--- src/rtl/approx_mult_pkg.sv ---
// Shared types and helpers for the truncated/exact pipelined multiplier.
// The keep predicate decides which partial-product bits survive truncation.
package approx_mult_pkg;

  typedef enum logic {
    MODE_EXACT  = 1'b0,
    MODE_APPROX = 1'b1
  } mode_e;

  localparam int unsigned WIDTH_DEF  = 8;
  localparam int unsigned PROD_W_DEF = 2 * WIDTH_DEF;
  localparam int unsigned SPLIT_DEF  = WIDTH_DEF / 2;

  function automatic int unsigned prod_w(int unsigned width);
    return 2 * width;
  endfunction

  function automatic int unsigned row_split(int unsigned width);
    return width / 2;
  endfunction

  // Partial-product bit x[i]&y[j] is kept in approximate mode when its weight is >= 2^l.
  function automatic logic trunc_mask(int i, int j, int l);
    return (i + j) >= l;
  endfunction

endpackage

--- src/rtl/approx_mult_pipe_if.sv ---
// Operand/result handshake bundle for approx_mult_pipe.
// master = operand source and result consumer, slave = the multiplier.
interface approx_mult_pipe_if #(
  parameter int unsigned WIDTH = 8
);
  logic                 in_valid;
  logic                 in_ready;
  logic [WIDTH-1:0]     x;
  logic [WIDTH-1:0]     y;
  logic                 mode;
  logic                 out_valid;
  logic                 out_ready;
  logic [2*WIDTH-1:0]   z;
  logic [2*WIDTH-1:0]   err;

  modport master (
    output in_valid, x, y, mode, out_ready,
    input  in_ready, out_valid, z, err
  );

  modport slave (
    input  in_valid, x, y, mode, out_ready,
    output in_ready, out_valid, z, err
  );
endinterface

--- src/rtl/approx_pp_rows.sv ---
// Combinational sum of partial-product rows ROW_LO..ROW_HI-1 of x*y, both with all
// bits and with only the bits kept by truncation level L.
module approx_pp_rows
  import approx_mult_pkg::*;
#(
  parameter int unsigned WIDTH  = 8,
  parameter int unsigned L      = 6,
  parameter int unsigned ROW_LO = 0,
  parameter int unsigned ROW_HI = 4
) (
  input  logic [WIDTH-1:0]   x,
  input  logic [WIDTH-1:0]   y,
  output logic [2*WIDTH-1:0] sum_exact,
  output logic [2*WIDTH-1:0] sum_trunc
);

  localparam int unsigned PW    = prod_w(WIDTH);
  localparam int unsigned NROWS = ROW_HI - ROW_LO;

  logic [NROWS-1:0][PW-1:0] rows_e;
  logic [NROWS-1:0][PW-1:0] rows_t;

  for (genvar g = 0; g < NROWS; g++) begin : g_row
    localparam int J = ROW_LO + g;
    logic [WIDTH-1:0] keep;
    logic [WIDTH-1:0] pp;

    for (genvar i = 0; i < WIDTH; i++) begin : g_bit
      assign keep[i] = trunc_mask(i, J, int'(L));
    end

    assign pp        = x & {WIDTH{y[J]}};
    assign rows_e[g] = {{WIDTH{1'b0}}, pp} << J;
    assign rows_t[g] = {{WIDTH{1'b0}}, pp & keep} << J;
  end

  // Each partial sum is bounded by x*y, so PW bits never overflow.
  always_comb begin
    sum_exact = '0;
    sum_trunc = '0;
    for (int g = 0; g < NROWS; g++) begin
      sum_exact = sum_exact + rows_e[g];
      sum_trunc = sum_trunc + rows_t[g];
    end
  end

endmodule

--- src/rtl/approx_mult_pipe.sv ---
// Three-stage pipelined unsigned multiplier with per-operation exact/truncated result,
// per-result error, global-stall backpressure and transfer/max-error statistics.
module approx_mult_pipe
  import approx_mult_pkg::*;
#(
  parameter int unsigned WIDTH = 8,
  parameter int unsigned L     = 6,
  parameter int unsigned CNT_W = 32
) (
  input  logic                 clk,
  input  logic                 rst,
  approx_mult_pipe_if.slave    bus,
  input  logic                 stat_clr,
  output logic [CNT_W-1:0]     op_cnt,
  output logic [2*WIDTH-1:0]   max_err
);

  localparam int unsigned PW    = prod_w(WIDTH);
  localparam int unsigned SPLIT = row_split(WIDTH);

  logic adv;
  logic xfer;

  // S1
  logic             v1_q;
  logic [WIDTH-1:0] x1_q;
  logic [WIDTH-1:0] y1_q;
  mode_e            mode1_q;

  // S2
  logic             v2_q;
  mode_e            mode2_q;
  logic [PW-1:0]    lo_exact_q, lo_trunc_q, hi_exact_q, hi_trunc_q;
  logic [PW-1:0]    lo_exact_d, lo_trunc_d, hi_exact_d, hi_trunc_d;

  // S3
  logic             out_valid_q;
  logic [PW-1:0]    z_q, err_q;
  logic [PW-1:0]    z_d, err_d;

  logic [CNT_W-1:0] op_cnt_q;
  logic [PW-1:0]    max_err_q;

  // Whole pipe moves as one; a held result freezes every stage behind it.
  assign adv          = !out_valid_q | bus.out_ready;
  assign bus.in_ready = adv;
  assign xfer         = out_valid_q & bus.out_ready;

  approx_pp_rows #(
    .WIDTH  (WIDTH),
    .L      (L),
    .ROW_LO (0),
    .ROW_HI (SPLIT)
  ) u_rows_lo (
    .x         (x1_q),
    .y         (y1_q),
    .sum_exact (lo_exact_d),
    .sum_trunc (lo_trunc_d)
  );

  approx_pp_rows #(
    .WIDTH  (WIDTH),
    .L      (L),
    .ROW_LO (SPLIT),
    .ROW_HI (WIDTH)
  ) u_rows_hi (
    .x         (x1_q),
    .y         (y1_q),
    .sum_exact (hi_exact_d),
    .sum_trunc (hi_trunc_d)
  );

  always_comb begin
    logic [PW-1:0] exact_sum;
    logic [PW-1:0] trunc_sum;
    exact_sum = lo_exact_q + hi_exact_q;
    trunc_sum = lo_trunc_q + hi_trunc_q;
    z_d       = (mode2_q == MODE_APPROX) ? trunc_sum : exact_sum;
    err_d     = exact_sum - z_d;
  end

  always_ff @(posedge clk or posedge rst) begin
    if (rst) begin
      v1_q        <= 1'b0;
      x1_q        <= '0;
      y1_q        <= '0;
      mode1_q     <= MODE_EXACT;
      v2_q        <= 1'b0;
      mode2_q     <= MODE_EXACT;
      lo_exact_q  <= '0;
      lo_trunc_q  <= '0;
      hi_exact_q  <= '0;
      hi_trunc_q  <= '0;
      out_valid_q <= 1'b0;
      z_q         <= '0;
      err_q       <= '0;
    end else if (adv) begin
      v1_q        <= bus.in_valid;
      x1_q        <= bus.x;
      y1_q        <= bus.y;
      mode1_q     <= mode_e'(bus.mode);
      v2_q        <= v1_q;
      mode2_q     <= mode1_q;
      lo_exact_q  <= lo_exact_d;
      lo_trunc_q  <= lo_trunc_d;
      hi_exact_q  <= hi_exact_d;
      hi_trunc_q  <= hi_trunc_d;
      out_valid_q <= v2_q;
      z_q         <= z_d;
      err_q       <= err_d;
    end
  end

  // Clear wins over a coincident transfer, which is then not counted.
  always_ff @(posedge clk or posedge rst) begin
    if (rst) begin
      op_cnt_q  <= '0;
      max_err_q <= '0;
    end else if (stat_clr) begin
      op_cnt_q  <= '0;
      max_err_q <= '0;
    end else if (xfer) begin
      if (op_cnt_q != '1) begin
        op_cnt_q <= op_cnt_q + 1'b1;
      end
      if (err_q > max_err_q) begin
        max_err_q <= err_q;
      end
    end
  end

  assign bus.out_valid = out_valid_q;
  assign bus.z         = z_q;
  assign bus.err       = err_q;
  assign op_cnt        = op_cnt_q;
  assign max_err       = max_err_q;

endmodule

--- src/flat_wrapper.sv ---
// flat-port wrapper written by rule: the top's interface ports become plain ports
module approx_mult_pipe_flat import approx_mult_pkg::*;
#(
  parameter int unsigned WIDTH = 8,
  parameter int unsigned L     = 6,
  parameter int unsigned CNT_W = 32
)
  (clk, rst, stat_clr, op_cnt, max_err, bus_in_valid, bus_x, bus_y, bus_mode, bus_out_ready, bus_in_ready, bus_out_valid, bus_z, bus_err);
  approx_mult_pipe_if #(.WIDTH(WIDTH)) bus_i ();
  input  logic clk;
  input  logic rst;
  input  logic stat_clr;
  output logic [CNT_W-1:0] op_cnt;
  output logic [2*WIDTH-1:0] max_err;
  input wire logic [$bits(bus_i.in_valid)-1:0] bus_in_valid;
  input wire logic [$bits(bus_i.x)-1:0] bus_x;
  input wire logic [$bits(bus_i.y)-1:0] bus_y;
  input wire logic [$bits(bus_i.mode)-1:0] bus_mode;
  input wire logic [$bits(bus_i.out_ready)-1:0] bus_out_ready;
  output wire logic [$bits(bus_i.in_ready)-1:0] bus_in_ready;
  output wire logic [$bits(bus_i.out_valid)-1:0] bus_out_valid;
  output wire logic [$bits(bus_i.z)-1:0] bus_z;
  output wire logic [$bits(bus_i.err)-1:0] bus_err;
  assign bus_i.in_valid = bus_in_valid;
  assign bus_i.x = bus_x;
  assign bus_i.y = bus_y;
  assign bus_i.mode = bus_mode;
  assign bus_i.out_ready = bus_out_ready;
  assign bus_in_ready = bus_i.in_ready;
  assign bus_out_valid = bus_i.out_valid;
  assign bus_z = bus_i.z;
  assign bus_err = bus_i.err;
  approx_mult_pipe #(.WIDTH(WIDTH), .L(L), .CNT_W(CNT_W)) u_core (.clk(clk), .rst(rst), .bus(bus_i), .stat_clr(stat_clr), .op_cnt(op_cnt), .max_err(max_err));
endmodule
--- config.mk ---
export PLATFORM = sky130hd
export DESIGN_NAME = approx_mult_pipe_flat
export DESIGN_NICKNAME = d
export VERILOG_FILES = /design/src/rtl/approx_mult_pkg.sv /design/src/rtl/approx_mult_pipe_if.sv /design/src/rtl/approx_pp_rows.sv /design/src/rtl/approx_mult_pipe.sv /design/src/flat_wrapper.sv
export SDC_FILE = /design/constraint.sdc
export NUM_CORES = 1
export LEC_CHECK = 0
export ABC_AREA = 1
export CAP_MARGIN = 15
export CELL_PAD_IN_SITES_DETAIL_PLACEMENT = 0
export CELL_PAD_IN_SITES_GLOBAL_PLACEMENT = 1
export CORE_MARGIN = 4
export CORE_UTILIZATION = 39
export DETAILED_ROUTE_END_ITERATION = 6
export PLACE_DENSITY_LB_ADDON = 0.1
export SLEW_MARGIN = 20
export SYNTH_ARGS = -nofsm -noshare
export SYNTH_HDL_FRONTEND = slang
export SYNTH_SLANG_ARGS = --single-unit
--- constraint.sdc ---
create_clock -name clk -period 4.6 [get_ports clk]
set_input_delay 0.92 -clock clk [delete_from_list [all_inputs] [get_ports clk]]
set_output_delay 0.92 -clock clk [all_outputs]
set_load 0.05 [all_outputs]
# --- Word level (Yosys, flattened, before mapping) ---
# Index checks and enable logic that the tools add are counted.
word_totals:
  reg_bits: 165
  wordCells: 56
op_classes:
  addsub: 16
  order_cmp: 1
  n_eq_ne: 1
  mux: 7
  n_bitwise: 10
  reduce_logical: 6
op_table:
  columns: ["op", "count"]
  rows:
  - ["$mux 32", 3]
  - ["$and 8x8->8", 8]
  - ["$mux 16", 4]
  - ["$add 16x10->16", 2]
  - ["$add 16x11->16", 2]
  - ["$add 16x14->16", 2]
  - ["$add 16x15->16", 2]
  - ["$add 16x16->16", 2]
  - ["$add 32x1->32 const B", 1]
  - ["$ne 32x32->1 const B", 1]
  - ["$add 12x13->14", 2]
  - ["$add 8x9->10", 2]
  - ["$gt 16x16->1", 1]
  - ["$sub 16x16->16", 1]
  - ["$reduce_bool 2->1", 3]
  - ["$reduce_and 2->1", 2]
  - ["$and 1x1->1", 1]
  - ["$logic_not 1->1", 1]
  - ["$or 1x1->1", 1]

# --- Longest topological paths before layout ---
logic_depth:
  depth_word: 4
  depth_mapped: 22
  mapped_depth_nobuf: 22

# --- By module ---
# Synthesis repeated with hierarchy kept, for this count alone.
unflattened:
  cells_unflattened: 1949
  hier_area_um2: 13540.5
by_module_without_submodules:
  columns: ["module", "n_inst", "cells_per_inst", "area_each_um2"]
  rows:
  - ["approx_mult_pipe", 1, 1394, 10167.3]
  - ["approx_pp_rows at u_core.u_rows_hi", 1, 312, 1860.5]
  - ["approx_pp_rows at u_core.u_rows_lo", 1, 243, 1512.7]

# --- Least setup slack after synthesis ---
# Ideal clock, no wire load.
synth_timing:
  kind: "flip-flop to flip-flop"
  startpoint: "reg u_core.y1_q[5]"
  endpoint: "reg u_core.hi_exact_q[14]"
  setup_ns: 0.132
  t_arrival_ns: 3.474
  required_time_ns: 4.468
  setup_slack_ns: 0.994
  stages_incl_launch_ff: 22
  path_buffers: 1
  path_cell_list: "dfrtp_1 -> clkbuf_1 -> nand2_1 -> inv_1 -> ha_1 -> inv_1 -> fa_1 -> o21ai_0 -> xor2_1 -> fa_1 -> inv_1 -> ha_1 -> a21oi_1 -> nand2_1 -> nand2_1 -> nand2_1 -> a21oi_1 -> nor2_1 -> o21ai_0 -> nand3b_1 -> nand3_1 -> o21ai_0"
synth_via:
  elab_chain_len: 4
synth_rtl:
  columns: ["item", "line_no", "source"]
  rows:
  - ["from (decl)", "approx_mult_pipe.sv:27", "logic [WIDTH-1:0] y1_q;"]
  - ["from (signal assigned)", "approx_mult_pipe.sv:100", "y1_q <= bus.y;"]
  - ["$and 8x8->8", "approx_pp_rows.sv:32", "assign pp = x & {WIDTH{y[J]}};"]
  - ["$add 12x13->14", "approx_pp_rows.sv:42", "sum_exact = sum_exact + rows_e[g];"]
  - ["$add 16x14->16", "approx_pp_rows.sv:42", null]
  - ["$add 16x15->16", "approx_pp_rows.sv:42", null]
  - ["to (signal assigned)", "approx_mult_pipe.sv:106", "hi_exact_q <= hi_exact_d;"]
  - ["to (decl)", "approx_mult_pipe.sv:33", "logic [PW-1:0] lo_exact_q, lo_trunc_q, hi_exact_q, hi_trunc_q;"]
# Every way passes these cells.
# A chain may end at the register's enable or synchronous reset.

# --- Final worst setup path ---
# Same ends and word-level chain as after synthesis.

==> impl_metrics.tcl <==
set metrics [dict create \
    final_common_cell "nand2_1" \
    worst_pin_slew_ps 851 \
    drive_above_1_share_pct 4.40 \
    path_class "flip-flop to flip-flop" \
    synth_edf_count 0 \
    worst_ir_drop_vdd_mv 0.358 \
    finalMaxSlewViolations 0 \
    synth_mux_area_share_pct 0.284 \
    via_per_inst 4.93 \
    ys_types 46 \
    outcome "finished, final reports clean" \
    max_cap_violations 0 \
    layout_common_cells "nand2_1 (409), inv_1 (196), dfrtp_1 (141), clkdlybuf4s50_1 (102), nor2_1 (87)" \
    io_buffers 103 \
    core_area_um2 26400 \
    layout.nets 1630 \
    stdcell_count 1836 \
    fmax_mhz 258 \
    io_pins 104 \
    syn_area_per_cell_um2 7.48 \
    n_antenna_cell 0 \
    drcViolationCount 0 \
    cts_tree "built" \
    synth_flop_cell "dfrtp_1" \
    grt_usage_pct 18.7 \
    timing.final.crit_share_pct 84.1 \
    p_leak_nw 6.16 \
    post_cts_buffers 0 \
    gr-usage-met2_pct 29.8 \
    setup-violations-final 0 \
    use_met1_pct 27.0 \
    grt_max_degree 95 \
    synth_top_area_share_pct 33.4 \
    crit_fanout 11 \
    worstSetupStartpointType "flip-flop" \
    grt_pass1_wl_mm 46.2 \
    slew_headroom_pct 43.3 \
    drt-initial-drc-count 555 \
    die_h_um 173 \
    yosysSeqAreaShare_pct 33.4 \
    synth-simple-area-share_pct 25.9 \
    fin_ws_ps 730 \
    worstHoldPathType "flip-flop to flip-flop" \
    insertion_delay_ps 430 \
    ant_nets 0 \
    start_util_pct 40.1 \
    die_w_um 173 \
    p_seq_share_pct 21.9 \
    synth_fp_nets 1553 \
    num_vias 9046 \
    rsz0062_at_grt "false" \
    cts_resized 0 \
    p_comb_share_pct 63.1 \
    postCtsHoldBufs 0 \
    busiest_layer "met2" \
    h-tree-depth 4 \
    placementRows 59 \
    synthCells 1411 \
    synthAdderAreaFrac_pct 16.7 \
    antenna_found_initial 0 \
    clk_pin_slew_worst_paths_ps 70 \
    area_growth_pct 18.0 \
    synth-seq-cells 141 \
    sw_frac_of_total_pct 50.4 \
    met3_usage_pct 2.47 \
    powerDensity_nw_per_um2 766 \
    synth_compound_area_share_pct 10.5 \
    p_sw_mw 4.81 \
    grt_pass1_vias 8849 \
    routedWlPerCell_um 14.9 \
    die-area_um2 29800 \
    required_ps 4880 \
    synth_top_area_cell "dfrtp_1" \
    dr.pass1.iters 5 \
    ctsLongestPathBuffers 2 \
    synth_area_um2 10600 \
    synth_area_leaders "dfrtp_1 (33%), nand2_1 (15%), ha_1 (10%)" \
    p_clk_share_pct 15.0 \
    p_int_mw 4.73 \
    dp_cells 1804 \
    place.gp.congestion 0.828 \
    tritoncts.num_buffers 17 \
    critical_path.endpoint_type "flip-flop" \
    totalWireLength_mm 27.4 \
    yosysWarnings 0 \
    period_needed_ps 3870 \
    arrival_ps 4150 \
    root_buffer "clkbuf_16" \
    finalClockSkew_ps 14.4 \
    synth-xor-area-share_pct 3.90 \
    synth_top_family_by_area "simple AND/OR/NAND/NOR gates" \
    clock_sinks 141 \
    hold_violations 0 \
    setup_tns_ps 0 \
    async_flop_share_pct 100 \
    grt_overflow 0 \
    pre_cts_ws_ps 779 \
    post-dp-hpwl_mm 21.0 \
]
-- registers in the layout, indices dropped and copies added (netlist names) --
| register | count |
|---|---|
| u_core.hi_exact_q | 12 |
| u_core.lo_exact_q | 12 |
| u_core.y1_q | 8 |
| u_core.x1_q | 8 |
| u_core.bus.z | 16 |
| u_core.max_err | 16 |
| u_core.v2_q | 1 |
| u_core.hi_trunc_q | 10 |
| u_core.bus.out_valid | 1 |
| u_core.bus.err | 16 |
| u_core.lo_trunc_q | 6 |
| u_core.mode2_q | 1 |
| u_core.v1_q | 1 |
| u_core.op_cnt | 32 |
| u_core.mode1_q | 1 |
-- final cells by class --
type / instances / area [um^2]
Sequential cell: 141 / 3530
Clock inverter: 13 / 166
Fill cell: 2700 / 13900
Timing Repair Buffer: 110 / 1090
Clock buffer: 19 / 433
Inverter: 201 / 761
Multi-Input combinational cell: 1017 / 6060
Tap cell: 335 / 419
-- power groups by stage --
stage,clock network [mW],registers (mW),logic (mW)
floorplan,0,2.51,4.07
global placement,0,2.11,6.00
detailed placement,0,2.12,6.04
CTS,1.45,2.10,6.10
global route,1.52,2.15,6.92
finish,1.43,2.09,6.02
-- worst max-delay path, cell delays in order (launching register included) --
cell and delay, ps:
dfrtp_1 530, nand2_1 90, inv_1 60, ha_1 160, inv_1 50, fa_1 420
o21ai_0 310, xor2_1 130, fa_1 490, inv_1 40, ha_1 340, a21oi_1 150
nand2_1 80, nand2_1 80, nand2_1 50, a21oi_1 190, nor2_1 50, o21ai_0 210
nand3b_1 100, nand3_1 90, o21ai_0 90
-- cell usage after synthesis (9+ instances only) --
cell type,count
o21ai_0,84
nor3_1,23
nand4_1,32
nor2_1,88
a21oi_1,69
xor2_1,35
nand3_1,66
clkbuf_1,42
inv_1,198
a31oi_1,9
fa_1,35
xnor2_1,12
dfrtp_1,141
nand2_1,409
o31ai_1,13
ha_1,85
-- cell families after synthesis --
logic type | after synthesis
compound gates | 199
fa+ha+maj | 120
flops | 141
xor+xnor | 47
other cells | 1
simple gates | 647
buf+inv | 253
mux | 3
-- per-layer routing --
| metal | vias to the layer above | routed length (um) |
|---|---|---|
| li1 | 4689 | - |
| met1 | 4160 | 13900 |
| met2 | 162 | 12100 |
| met3 | 35 | 838 |
| met4 | 0 | 519 |
| met5 | - | 0 |
-- path summary, 6_finish.rpt --
path / startpoint / end / slack, ps / depth (start not counted)
worst max-delay path: u_core.y1_q[5] / u_core.hi_exact_q[14] / 730 / 20
worst min-delay path: u_core.v2_q / u_core.bus.out_valid / 460 / 2
worst max register to register: u_core.y1_q[5] / u_core.hi_exact_q[14] / 730 / 20
worst min register to register: u_core.v2_q / u_core.bus.out_valid / 460 / 2
max in group asynchronous: rst / u_core.max_err[1] / 2730 / 3
min in group asynchronous: rst / u_core.v1_q / 940 / 2
-- through the flow --
stage / hold WS, ps / power [mW] / utilization, % / instance area (um^2)
floorplan: 420 / 6.58 / - / 10600
global placement: 436 / 8.11 / 45.0 / 11900
global route: 499 / 10.6 / 47.3 / 12500
detailed placement: 436 / 8.16 / 45.0 / 11900
CTS: 461 / 9.65 / 47.3 / 12500
finish: 456 / 9.54 / 47.3 / 12500
Power figures use the tool's default switching activity.
==> RTL edit, RTL diff (same flow settings) <==
`CNT_W` is set to 32 in 2 places; all go to 16.
--- a/src/rtl/approx_mult_pipe.sv
+++ b/src/rtl/approx_mult_pipe.sv
@@ -6,5 +6,5 @@
   parameter int unsigned WIDTH = 8,
   parameter int unsigned L     = 6,
-  parameter int unsigned CNT_W = 32
+  parameter int unsigned CNT_W = 16
 ) (
   input  logic                 clk,
--- a/src/flat_wrapper.sv
+++ b/src/flat_wrapper.sv
@@ -4,5 +4,5 @@
   parameter int unsigned WIDTH = 8,
   parameter int unsigned L     = 6,
-  parameter int unsigned CNT_W = 32
+  parameter int unsigned CNT_W = 16
 )
   (clk, rst, stat_clr, op_cnt, max_err, bus_in_valid, bus_x, bus_y, bus_mode, bus_out_ready, bus_in_ready, bus_out_valid, bus_z, bus_err);
Ports: changed (resized op_cnt); port bits go from 104 to 88. The function was not compared with the original's and may differ.
==> RTL edit against the unedited design <==
  * Worst setup slack got worse by 56 ps
  * Routed wire length fell by 15%
  * Total power fell by 2.4%
  * Combinational power barely moved
  * Worst hold slack improved by 4.0 ps
  * Synthesized area fell by 11%
  * Critical path depth fell by 1
  * Cell area fell by 10%
  * Die area fell by 10%
  * Critical path type unchanged
  * Highest routed layer unchanged
  * Clock skew fell by 1.6 ps
  * Clock power fell by 3%
  * Sequential cell count fell by 16
==> RTL edit: results (changes against the unedited design) <==
Power
  – Leakage: 5.85 nW (-5.0%)
  – Peak VDD IR: 0.313 mV (-13%)

GRT
  – Largest net degree at the start of global routing: 109 (+15%)
  – First-pass GRT wire length: 39100 um (-15%)
  – Vias in the first global route: 7689 (-13%)
  – GRT Resource Usage Total: 18.2% (-0.55 points)

Drt
  – Met2 routed WL: 11000 um (-8.8%)
  – DR iter-0 viols: 282 (-49%)
  – Met3 routed WL: 972 um (+16%)
  – Met1 WL: 11000 um (-21%)
  – TritonRoute pass-1 iters: 5 (unchanged)
  – Drt via density: 4.71 (-4.3%)
  – DRT Wirelength: 23200 um (-15%)
  – Via count: 7762 (-14%)

Synth
  – Seq/Total Area, Yosys: 33.1% (-0.29 points)
  – Adder-Cell Fraction of Synth Area: 18.7% (+2.0 points)
  – Cells after Synth: 1246 (-12%)
  – Ranking of synthesized cells by area: dfrtp_1 (33%), nand2_1 (15%), ha_1 (11%), inv_1 (7.7%), fa_1 (7.4%)
  – Mux contribution to synthesized area: 0.212% (-0.072 points)
  – Syn. warnings: 0 (unchanged)
  – Post-Syn Nets: 1388 (-11%)
  – Synth cell count leaders: nand2_1 (369), inv_1 (193), dfrtp_1 (125), ha_1 (85), o21ai_0 (83)
  – Netlist cell types: 49 (+6.5%)
  – Synth Area in Compound Gates: 10.8% (+0.29 points)
  – Xor/xnor share of the synthesized area: 3.71% (-0.19 points)

Final layout
  – Fin nets: 1457 (-11%)
  – Proportion of layout cells with a drive suffix above 1: 5.65% (+1.3 points)
  – Fill count: 2436 (-9.8%)

Place
  – Placed cell area: 0.0106 mm^2 (-11%)
  – Final Wtd Congestion: 0.867 (+4.6%)
  – Buffers on Ports: 87 (-16%)
  – Post-DP HPWL: 18200 um (-13%)

Timing
  – Final Skew: 12.8 ps (-1.56 ps)
  – Relative max-transition margin: 30.8% (-12 points)

CTS
  – Max Root-Sink Buffers: 2 (unchanged)
  – CTS Root Cell: clkbuf_16
  – Clk pin slew, worst setup/hold paths: 70 ps (about the same)

Setup path
  – Crit path DAT: 4180 ps (+30 ps)
  – Crit path launch: u_core.y1_q[5]$_DFFE_PP0P_

Run status
  – Outcome: completed
==> RTL edit: cell types whose count changed after synthesis, moves of 5 or more <==
cell and change:
inv_1 -5, o31ai_1 -7, xor2_1 -5, a21oi_1 -11
nor3_1 -18, nor2_1 -18, nand4_1 -23, nand3_1 -27
dfrtp_1 -16, clkbuf_1 -8, nand2_1 -40
==> RTL edit: kinds of logic after synthesis <==
group,after synthesis
other,1
AOI/OAI and AO/OA,186
adders and majority gates,120
DFF,125
and+or+nand+nor,532
xor gates and xnor gates,40
muxes,2
buffers and inverters,240
==> RTL edit: layout make-up <==
| cell class | count | area (um^2) | area share [%] |
|---|---|---|---|
| Tap cell | 319 | 399 | 3.56 |
| Sequential cell | 125 | 3130 | 27.9 |
| Multi-Input combinational cell | 881 | 5400 | 48.2 |
| Timing Repair Buffer | 93 | 938 | 8.38 |
| Clock buffer | 18 | 439 | 3.92 |
| Clock inverter | 14 | 158 | 1.41 |
| Inverter | 197 | 742 | 6.62 |
==> RTL edit: per-stage QoR <==
| step | hold slack (ps) | util (%) | setup WS [ps] |
|---|---|---|---|
| detailed placement | 441 | 44.9 | 693 |
| finish | 460 | 47.4 | 674 |
| global placement | 443 | 44.9 | 821 |
| global route | 499 | 47.4 | 269 |
| CTS | 458 | 47.4 | 678 |
| floorplan | 420 | - | 352 |
==> RTL edit: final timing paths <==
path,end,slack (ps),cells past startpoint
min,u_core.bus.out_valid$_DFFE_PP0P_,460,2
max,u_core.hi_trunc_q[15]$_DFFE_PP0P_,670,19
max reg2reg,u_core.hi_trunc_q[15]$_DFFE_PP0P_,670,19
max in group asynchronous,u_core.lo_exact_q[6]$_DFFE_PP0P_,2750,3
min reg2reg,u_core.bus.out_valid$_DFFE_PP0P_,460,2
min in group asynchronous,u_core.op_cnt[4]$_DFFE_PP0P_,1000,2
==> RTL edit: where the power goes <==
part / total (mW) / switching [mW] / internal (mW)
registers: 1.92 / 0.396 / 1.52
logic: 6.01 / 3.81 / 2.20
clock network: 1.38 / 0.556 / 0.823
==> RTL edit: layer usage <==
metal,vias up,global-route usage (%)
li1,4072,-
met1,3544,24.8
met2,131,31.1
met3,15,2.37
met4,0,3.89
met5,-,0
==> RTL edit: worst max-delay path, cell delays in order (launching register included) <==
cell and delay (ps):
dfrtp_1 550, nand2_1 80, inv_1 110, ha_1 210, inv_1 70, fa_1 440
o21ai_0 230, xor2_1 120, fa_1 540, inv_1 40, ha_1 330, nand2_1 80
nand2_1 50, a31oi_1 180, or2_2 150, nand2_1 40, a21oi_1 180, nor2_1 70
o21ai_0 180, a22oi_1 90
